$ cat config.mk
export PLATFORM = sky130hd
export DESIGN_NAME = mac_rx_frontend
export DESIGN_NICKNAME = d
export VERILOG_FILES = /design/src/rtl/mac_rx_frontend.sv
export SDC_FILE = /design/constraint.sdc
export NUM_CORES = 1
export LEC_CHECK = 0
export ABC_AREA = 1
export CAP_MARGIN = 15
export CORE_MARGIN = 1.5
export CORE_UTILIZATION = 51
export CTS_CLUSTER_DIAMETER = 120
export DETAILED_ROUTE_END_ITERATION = 8
export HOLD_SLACK_MARGIN = 0.1
export PLACE_DENSITY = 0.84
export SYNTH_ARGS = -nofsm -noshare
export SYNTH_HDL_FRONTEND = slang
export SYNTH_HIERARCHICAL = 1
export SYNTH_SLANG_ARGS = --single-unit
$ cat constraint.sdc
create_clock -name clk -period 2.8 [get_ports clk]
set_clock_uncertainty 0.05 [all_clocks]
set_input_delay 0.28 -clock clk [delete_from_list [all_inputs] [get_ports clk]]
set_output_delay 0.28 -clock clk [all_outputs]
set_load 0.02 [all_outputs]
$ cat src/rtl/mac_rx_frontend.sv
// MAC receive front end: MII/GMII input, preamble/SFD strip, byte + descriptor writes
// to external FIFOs, whole-frame drop on backpressure, saturating frame/drop counters.
`timescale 1ns/1ps

module crc32_8023 (
  input  logic        clk,
  input  logic        reset,
  input  logic [7:0]  d,
  input  logic        load_init,
  input  logic        calc,
  input  logic        d_valid,
  output logic [31:0] crc_reg
);
  // MSB-feedback LFSR fed LSB first; a good frame leaves the 802.3 residue in crc_reg.
  function automatic logic [31:0] crc_step(input logic [31:0] c, input logic [7:0] b);
    logic [31:0] r;
    r = c;
    for (int i = 0; i < 8; i++) begin
      if (r[31] ^ b[i]) r = {r[30:0], 1'b0} ^ 32'h04C11DB7;
      else              r = {r[30:0], 1'b0};
    end
    return r;
  endfunction

  always_ff @(posedge clk or posedge reset) begin
    if (reset)                 crc_reg <= 32'hFFFFFFFF;
    else if (load_init)        crc_reg <= 32'hFFFFFFFF;
    else if (calc && d_valid)  crc_reg <= crc_step(crc_reg, d);
  end
endmodule

module mac_rx_frontend #(
  parameter int          NIBBLE_MODE = 1,
  parameter int          MIN_LEN     = 64,
  parameter int          MAX_LEN     = 1518,
  parameter logic [31:0] CRC_RESIDUE = 32'hc704dd7b,
  parameter int          CNT_W       = 16
) (
  input  logic             clk,
  input  logic             reset,
  input  logic             rx_dv,
  input  logic             rx_er,
  input  logic [7:0]       rx_d,
  input  logic [11:0]      data_fifo_space,
  input  logic             ptr_fifo_full,
  output logic             data_wr,
  output logic [7:0]       data_out,
  output logic             ptr_wr,
  output logic [15:0]      ptr_dout,
  output logic [CNT_W-1:0] frame_cnt,
  output logic [CNT_W-1:0] drop_cnt,
  output logic             busy,
  output logic [2:0]       dbg_state
);
  // Handshake: data_wr and ptr_wr are write strobes with no ready; the FIFOs must accept
  // every strobe. Flow control is by space check at frame start only.
  typedef enum logic [2:0] {IDLE, PREAMBLE, DATA, EOF1, EOF2, DESC, DISCARD} state_t;

  localparam logic        MII   = (NIBBLE_MODE != 0);
  localparam logic [11:0] MAX_L = 12'(MAX_LEN);
  localparam logic [11:0] MIN_L = 12'(MIN_LEN);

  state_t      state, state_n;
  logic [7:0]  rx_d_q;
  logic        rx_dv_q, rx_er_q, q_valid, armed;
  logic        phase;
  logic [3:0]  low_nib;
  logic [7:0]  byte_r;
  logic        byte_v;
  logic [11:0] byte_cnt;
  logic        truncated, align_err, rx_er_seen;
  logic [31:0] crc_reg;

  logic        sfd_beat, bp, byte_done, enter_data, drop_inc, desc_wr;
  logic [7:0]  byte_asm;

  assign sfd_beat  = MII ? (rx_d_q[3:0] == 4'hD) : (rx_d_q == 8'hD5);
  assign bp        = (data_fifo_space < MAX_L) | ptr_fifo_full;
  assign byte_done = (state == DATA) & rx_dv_q & (MII ? phase : 1'b1);
  assign byte_asm  = MII ? {rx_d_q[3:0], low_nib} : rx_d_q;
  assign busy      = (state != IDLE);
  assign dbg_state = state;

  // q_valid keeps the reset value of rx_dv_q from arming the receiver.
  always_ff @(posedge clk or posedge reset) begin
    if (reset) begin
      rx_d_q  <= 8'h00;
      rx_dv_q <= 1'b0;
      rx_er_q <= 1'b0;
      q_valid <= 1'b0;
      armed   <= 1'b0;
    end else begin
      rx_d_q  <= rx_d;
      rx_dv_q <= rx_dv;
      rx_er_q <= rx_er;
      q_valid <= 1'b1;
      if (q_valid && !rx_dv_q) armed <= 1'b1;
    end
  end

  always_ff @(posedge clk or posedge reset) begin
    if (reset) state <= IDLE;
    else       state <= state_n;
  end

  always_comb begin
    state_n    = state;
    enter_data = 1'b0;
    drop_inc   = 1'b0;
    desc_wr    = 1'b0;
    case (state)
      IDLE: begin
        if (armed && rx_dv_q) begin
          if (bp) begin
            state_n  = DISCARD;
            drop_inc = 1'b1;
          end else if (sfd_beat) begin
            state_n    = DATA;
            enter_data = 1'b1;
          end else begin
            state_n = PREAMBLE;
          end
        end
      end
      PREAMBLE: begin
        if (!rx_dv_q) state_n = IDLE;
        else if (sfd_beat) begin
          state_n    = DATA;
          enter_data = 1'b1;
        end
      end
      DATA:    if (!rx_dv_q) state_n = EOF1;
      EOF1:    state_n = EOF2;
      EOF2: begin
        state_n = DESC;
        desc_wr = 1'b1;
      end
      DESC:    state_n = IDLE;
      DISCARD: if (!rx_dv_q) state_n = IDLE;
      default: state_n = IDLE;
    endcase
  end

  always_ff @(posedge clk or posedge reset) begin
    if (reset) begin
      phase      <= 1'b0;
      low_nib    <= 4'h0;
      byte_r     <= 8'h00;
      byte_v     <= 1'b0;
      byte_cnt   <= 12'd0;
      truncated  <= 1'b0;
      align_err  <= 1'b0;
      rx_er_seen <= 1'b0;
    end else begin
      byte_v <= byte_done & (byte_cnt < MAX_L);
      if (enter_data) begin
        phase      <= 1'b0;
        byte_cnt   <= 12'd0;
        truncated  <= 1'b0;
        align_err  <= 1'b0;
        rx_er_seen <= 1'b0;
        byte_v     <= 1'b0;
      end else if (state == DATA) begin
        if (rx_dv_q) begin
          if (rx_er_q) rx_er_seen <= 1'b1;
          if (MII && !phase) begin
            low_nib <= rx_d_q[3:0];
            phase   <= 1'b1;
          end else begin
            phase <= 1'b0;
            if (byte_cnt < MAX_L) begin
              byte_r   <= byte_asm;
              byte_cnt <= byte_cnt + 12'd1;
            end else begin
              truncated <= 1'b1;
            end
          end
        end else begin
          align_err <= MII & phase;
        end
      end
    end
  end

  crc32_8023 u_crc (
    .clk       (clk),
    .reset     (reset),
    .d         (byte_r),
    .load_init (enter_data),
    .calc      (byte_v),
    .d_valid   (byte_v),
    .crc_reg   (crc_reg)
  );

  // Second pipeline stage: the FIFO write lands alongside the CRC update of the same byte.
  always_ff @(posedge clk or posedge reset) begin
    if (reset) begin
      data_wr   <= 1'b0;
      data_out  <= 8'h00;
      ptr_wr    <= 1'b0;
      ptr_dout  <= 16'h0000;
      frame_cnt <= '0;
      drop_cnt  <= '0;
    end else begin
      data_wr <= byte_v;
      if (byte_v) data_out <= byte_r;
      ptr_wr <= desc_wr;
      if (desc_wr) begin
        ptr_dout <= {(crc_reg != CRC_RESIDUE), (byte_cnt < MIN_L) | truncated,
                     align_err, rx_er_seen, byte_cnt};
        if (frame_cnt != {CNT_W{1'b1}}) frame_cnt <= frame_cnt + CNT_W'(1);
      end
      if (drop_inc && drop_cnt != {CNT_W{1'b1}}) drop_cnt <= drop_cnt + CNT_W'(1);
    end
  end
endmodule

Yosys cells after proc, flatten, opt, wreduce, memory -nomap -nowiden
Cells that the tools add are included.

Input bits: 25. Logic and storage cells: 149. Register bits after elaboration: 130.

$add $sub $neg: 3. Eq/ne operators: 15. Magnitude comparators: 3. Reductions and logical operators: 21. Mux-type cells: 63. Bitwise gates (word level): 23.

Operator list (number): 32-bit two-way mux (16); 27-bit two-way mux (8); 14-bit inverter (8); 12-bit two-way mux (5); 16-bit by 1-bit adder with 16-bit output, second input constant (2); 16-bit != test, second input constant (2); 32-bit != test, second input constant (1); 1-bit two-way mux (25); 12-bit by 11-bit less-than comparator with 1-bit output, second input constant (2); 3-bit two-way mux (6); 3-bit one-hot mux with 6 select lines (1); 4-bit AND reduction (4); 12-bit by 1-bit adder with 12-bit output, second input constant (1); 12-bit by 7-bit less-than comparator with 1-bit output, second input constant (1); 2-bit nonzero test (6); 2-bit != test, second input constant (4); 1-bit bitwise XOR (8); 3-bit by 2-bit == test with 1-bit output, second input constant (2); 3-bit == test, second input constant (2); 2-bit AND reduction (3); 5-bit AND reduction (1); 4-bit == test, second input constant (1); 1-bit AND (3); 3-bit by 1-bit == test with 1-bit output, second input constant (1); 11 further kinds (15).

Longest topological paths before layout
Depth after elaboration: 34. Gate-level depth with buffers: 14.

By module
Netlist, hierarchy kept.

Modules (own cells, without submodules): mac_rx_frontend (area each 4653.2 um2, sequential area each 2452.4 um2, instances 1, cells each 540); crc32_8023 (area each 2424.8 um2, sequential area each 840.8 um2, instances 1, cells each 335).

Worst setup path after synthesis
No wires, ideal clock.

Kind: reg-to-reg. Start point: register state[2] (netlist: dbg_state[2]). End point: register u_crc.crc_reg[0]. Setup time: 0.082 ns. Arrival time: 2.084 ns. Stages on the path, launching flop included: 13. Period minus slack after synthesis: 2.216 ns. Setup slack: 0.584 ns. Required time: 2.668 ns. Path through: dfrtp_1 > inv_2 > nand2_2 > nor2_4 > inv_2 > nor2_4 > nand3_1 > a21boi_2 > inv_1 > nand2_1 > inv_1 > clkbuf_1 > a22oi_1.

Word-level cells in the longest chain between the ends: 3.

Ends and longest elaborated chain: from (decl) (RTL line 63) `state_t state, state_n;`; from (signal assigned) (RTL line 103) `else state <= state_n;`; 3-bit by 1-bit == test with 1-bit output / 3-bit logical NOT (equally long branches) (RTL line 111) `case (state)`; 1-bit one-hot mux with 2 select lines (*) (RTL line 111); via enter_data (RTL line 74) `logic sfd_beat, bp, byte_done, enter_data, drop_inc, desc_wr;`; 32-bit two-way mux / 2-bit nonzero test (equally long branches); to (signal assigned) (RTL line 28) `else if (calc && d_valid) crc_reg <= crc_step(crc_reg, d);`; to (decl) (RTL line 12) `output logic [31:0] crc_reg`.

The timed path passes the listed nets; every way through them passes the cells marked *. A chain may end at the register's enable or synchronous reset.

Worst setup path after layout
Start point: register state[1] (netlist: dbg_state[1]). End point: register u_crc.crc_reg[7].

Same word-level chain as after synthesis.

==> results.toml <==
[status]
status = "completed"

[global_routing]
grt_max_degree = 62
track_usage_pct = 24.1
antenna_found_initial = 0
overflow = 0
grt_first_pass_wirelength_mm = 27.6
grt_pass1_vias = 5829

[floorplan]
core-area_sq_um = 13400
dieArea_sq_um = 14600
die_h_microns = 121
io_pins = 87
rows = 42
initial_core_util_pct = 52.8
die_w_microns = 121

[power_and_ir_drop]
peakVddDrop_mv = 0.797
p_leak_nw = 4.14
powerDensity_nw_per_um2 = 1050

[timing]
setup_viol = 0
finalCritPeriodShare_pct = 90.2
fmax_mhz = 396
post-route-min-period_ns = 2.53
maxSlewViolCount = 0
worst_pin_slew_ns = 0.703
rsz0062_at_grt = "false"
hold_viol = 0
tns_ns = 0
slew_headroom_pct = 53.1

[cts]
cts_tree = "done"
cts.path.max_buffers = 2
cts_buffers = 17
clock_sinks = 130
path_clk_slew_ns = 0.06
cts-root-buf = "clkbuf_16"
htree_levels = 4
clk_latency_ns = 0.42

[routing]
m1WireLength_mm = 7.22
via_per_inst = 5.17
drt_wl_total_mm = 16.5
wl_met2_mm = 7.87
vias = 5995
maxUsedRoutingLayer = "met4"
ant_nets = 0
firstDrtPassIters = 5
wl_met3_mm = 1.07
drt-initial-drc-count = 452
wire_per_inst_microns = 14.3
drc_errors = 0

[critical_path]
crit_type = "flop to flop"
cpPeakStageDelay_ns = 0.57
timing.critical_path.buf_inv = 3
required_ns = 3.10
worst-path-max-fanout = 16
slowest_stage = "nor2_2"
cp-start-kind = "flop"
crit_path_end_kind = "flop"
crit_arrival_ns = 2.82
crit_cells = 11
path_cells = "inv_2 > nand2_2 > nor2_4 > inv_2 > nor2_4 > nand3_1 > a21boi_2 > nor2_2 > clkinv_1 > a21oi_1 > a21oi_2"
rr_worst_depth = 11
cp_top_family = "simple AND/OR/NAND/NOR gates"

[yosys]
ys_types = 50
ys_seq_area_share_pct = 46.5
ys_warn_count = 6
synth_ff_type = "dfrtp_1"
synth_edf_count = 0
avgSynthCellArea_sq_um = 8.09
syn-num-nets = 903
synth_cells = 875
ys_ff_latch = 130
synth_area_sq_um = 7080
async_flop_share_pct = 100

[placement]
gp_congestion = 0.903
portBuffers = 81
place_hpwl_mm = 11.7
dp_cells = 1127

[finish]
diodes = 0
drive_above_1_share_pct = 13.9
largest_reg_flops = 32
n_fill_cell = 1083
syn_to_final_growth_pct = 22.5
final_nets = 998
finalNonFillerCells = 1159

[min_path]
hold_path_class = "input pin to asynchronous set/reset pin"

[run]
max_cap_viol_count = 0
[layer usage]
metal	GRT usage, %	vias to the layer above
met3	6.60	36
met5	0	-
met1	30.8	2817
li1	-	2945
met4	8.01	0
met2	39.5	197
[cell usage in the layout (no fill, tap or decap), types with 3 or more instances in the layout]
cell / instances
nand2_2: 15
dfrtp_1: 98
nand2_1: 259
mux2_2: 4
xor2_1: 46
xnor2_2: 4
clkinv_4: 3
nor2_2: 4
nand4_1: 12
inv_1: 107
a22oi_1: 3
nand2_4: 5
ha_1: 3
clkbuf_16: 17
or2_2: 3
nor4_1: 6
o21ai_1: 7
nor2_4: 5
xnor2_1: 21
buf_4: 9
inv_6: 5
o21ai_2: 4
a21oi_1: 17
clkdlybuf4s50_1: 81
dfstp_2: 32
nor2_1: 62
o22ai_1: 13
nor3_1: 13
clkinvlp_4: 4
o21ai_0: 35
nand3_1: 50
inv_2: 10
[cells by family (layout without fill, tap and decap cells)]
group	Yosys count	after routing	synth area share (%)
mux	4	4	0.636
compound gates	85	85	6.93
buf+inv	137	245	7.80
xor+xnor	72	72	9.60
flops	130	130	46.5
fa+ha+maj	3	3	0.530
simple gates	443	443	27.9
other cells	1	1	0.0530
[stage by stage]
stage                     setup WS (ns)  util (%)  hold slack, ns  total power [mW]  cell area [sq um]
after detailed placement         -0.338      60.6           0.392              6.95               8130
final                             0.274      64.7           0.135              9.07               8670
after global placement           -0.277      60.6           0.371              6.82               8130
after floorplan                   0.584         -           0.261              5.80               7080
after global routing              0.136      64.7           0.137              9.67               8670
after CTS                         0.325      64.7           0.131              9.05               8670
[area by class of cell]
cell class | instances | area (sq um) | share of cell area, %
well taps | 176 | 220 | 2.54
flip-flops and latches | 130 | 3290 | 38.0
repair buffers | 92 | 918 | 10.6
clock buffers | 20 | 447 | 5.15
inverters | 121 | 460 | 5.31
multi-input cells | 608 | 3240 | 37.3
clock inverters | 12 | 97.6 | 1.13
[worst paths after layout]
check	start	to	slack (ns)
setup / recovery	dbg_state[1]$_DFFE_PP0P_	u_crc/crc_reg[7]$_DFFE_PP1P_	0.27
hold / removal	reset	ptr_dout[3]$_DFFE_PP0P_	0.14
setup reg to reg	dbg_state[1]$_DFFE_PP0P_	u_crc/crc_reg[7]$_DFFE_PP1P_	0.27
hold reg to reg	q_valid$_DFF_PP0_	armed$_DFFE_PP0P_	0.41
max in group asynchronous	reset	byte_r[3]$_DFFE_PP0P_	2.01
min in group clk	rx_er	rx_er_q$_DFF_PP0_	0.25
[repair_timing]
| action | in CTS | in global routing |
|---|---|---|
| endpoints found under the setup margin | 9 | 0 |
| gates resized for setup | 1 | 0 |
| buffers inserted | 0 | 0 |
| endpoints found under the hold margin | 0 | 0 |
| hold buffers | 0 | 0 |
[cells in the mapped netlist, drive strengths merged (3+ instances only)]
cell / count / area (sq um)
a21oi: 18 / 93.8
buf: 9 / 65.1
a22oi: 3 / 22.5
xor2: 47 / 430
nor4: 6 / 37.5
nand4: 13 / 87.6
or2: 4 / 25.0
mux2: 4 / 45.0
nand3: 51 / 268
clkbuf: 7 / 30.0
o21ai: 46 / 245
xnor2: 25 / 249
o22ai: 13 / 81.3
nor2: 71 / 312
dfrtp: 98 / 2450
nand2: 280 / 1140
ha: 3 / 37.5
inv: 119 / 449
nor3: 14 / 75.1
dfstp: 32 / 841
[power breakdown]
group          internal [mW]  switching [mW]
combinational           1.61            2.64
clock                   1.17           0.870
sequential              2.35           0.430
Note: power is estimated with default switching activity, not from simulation.
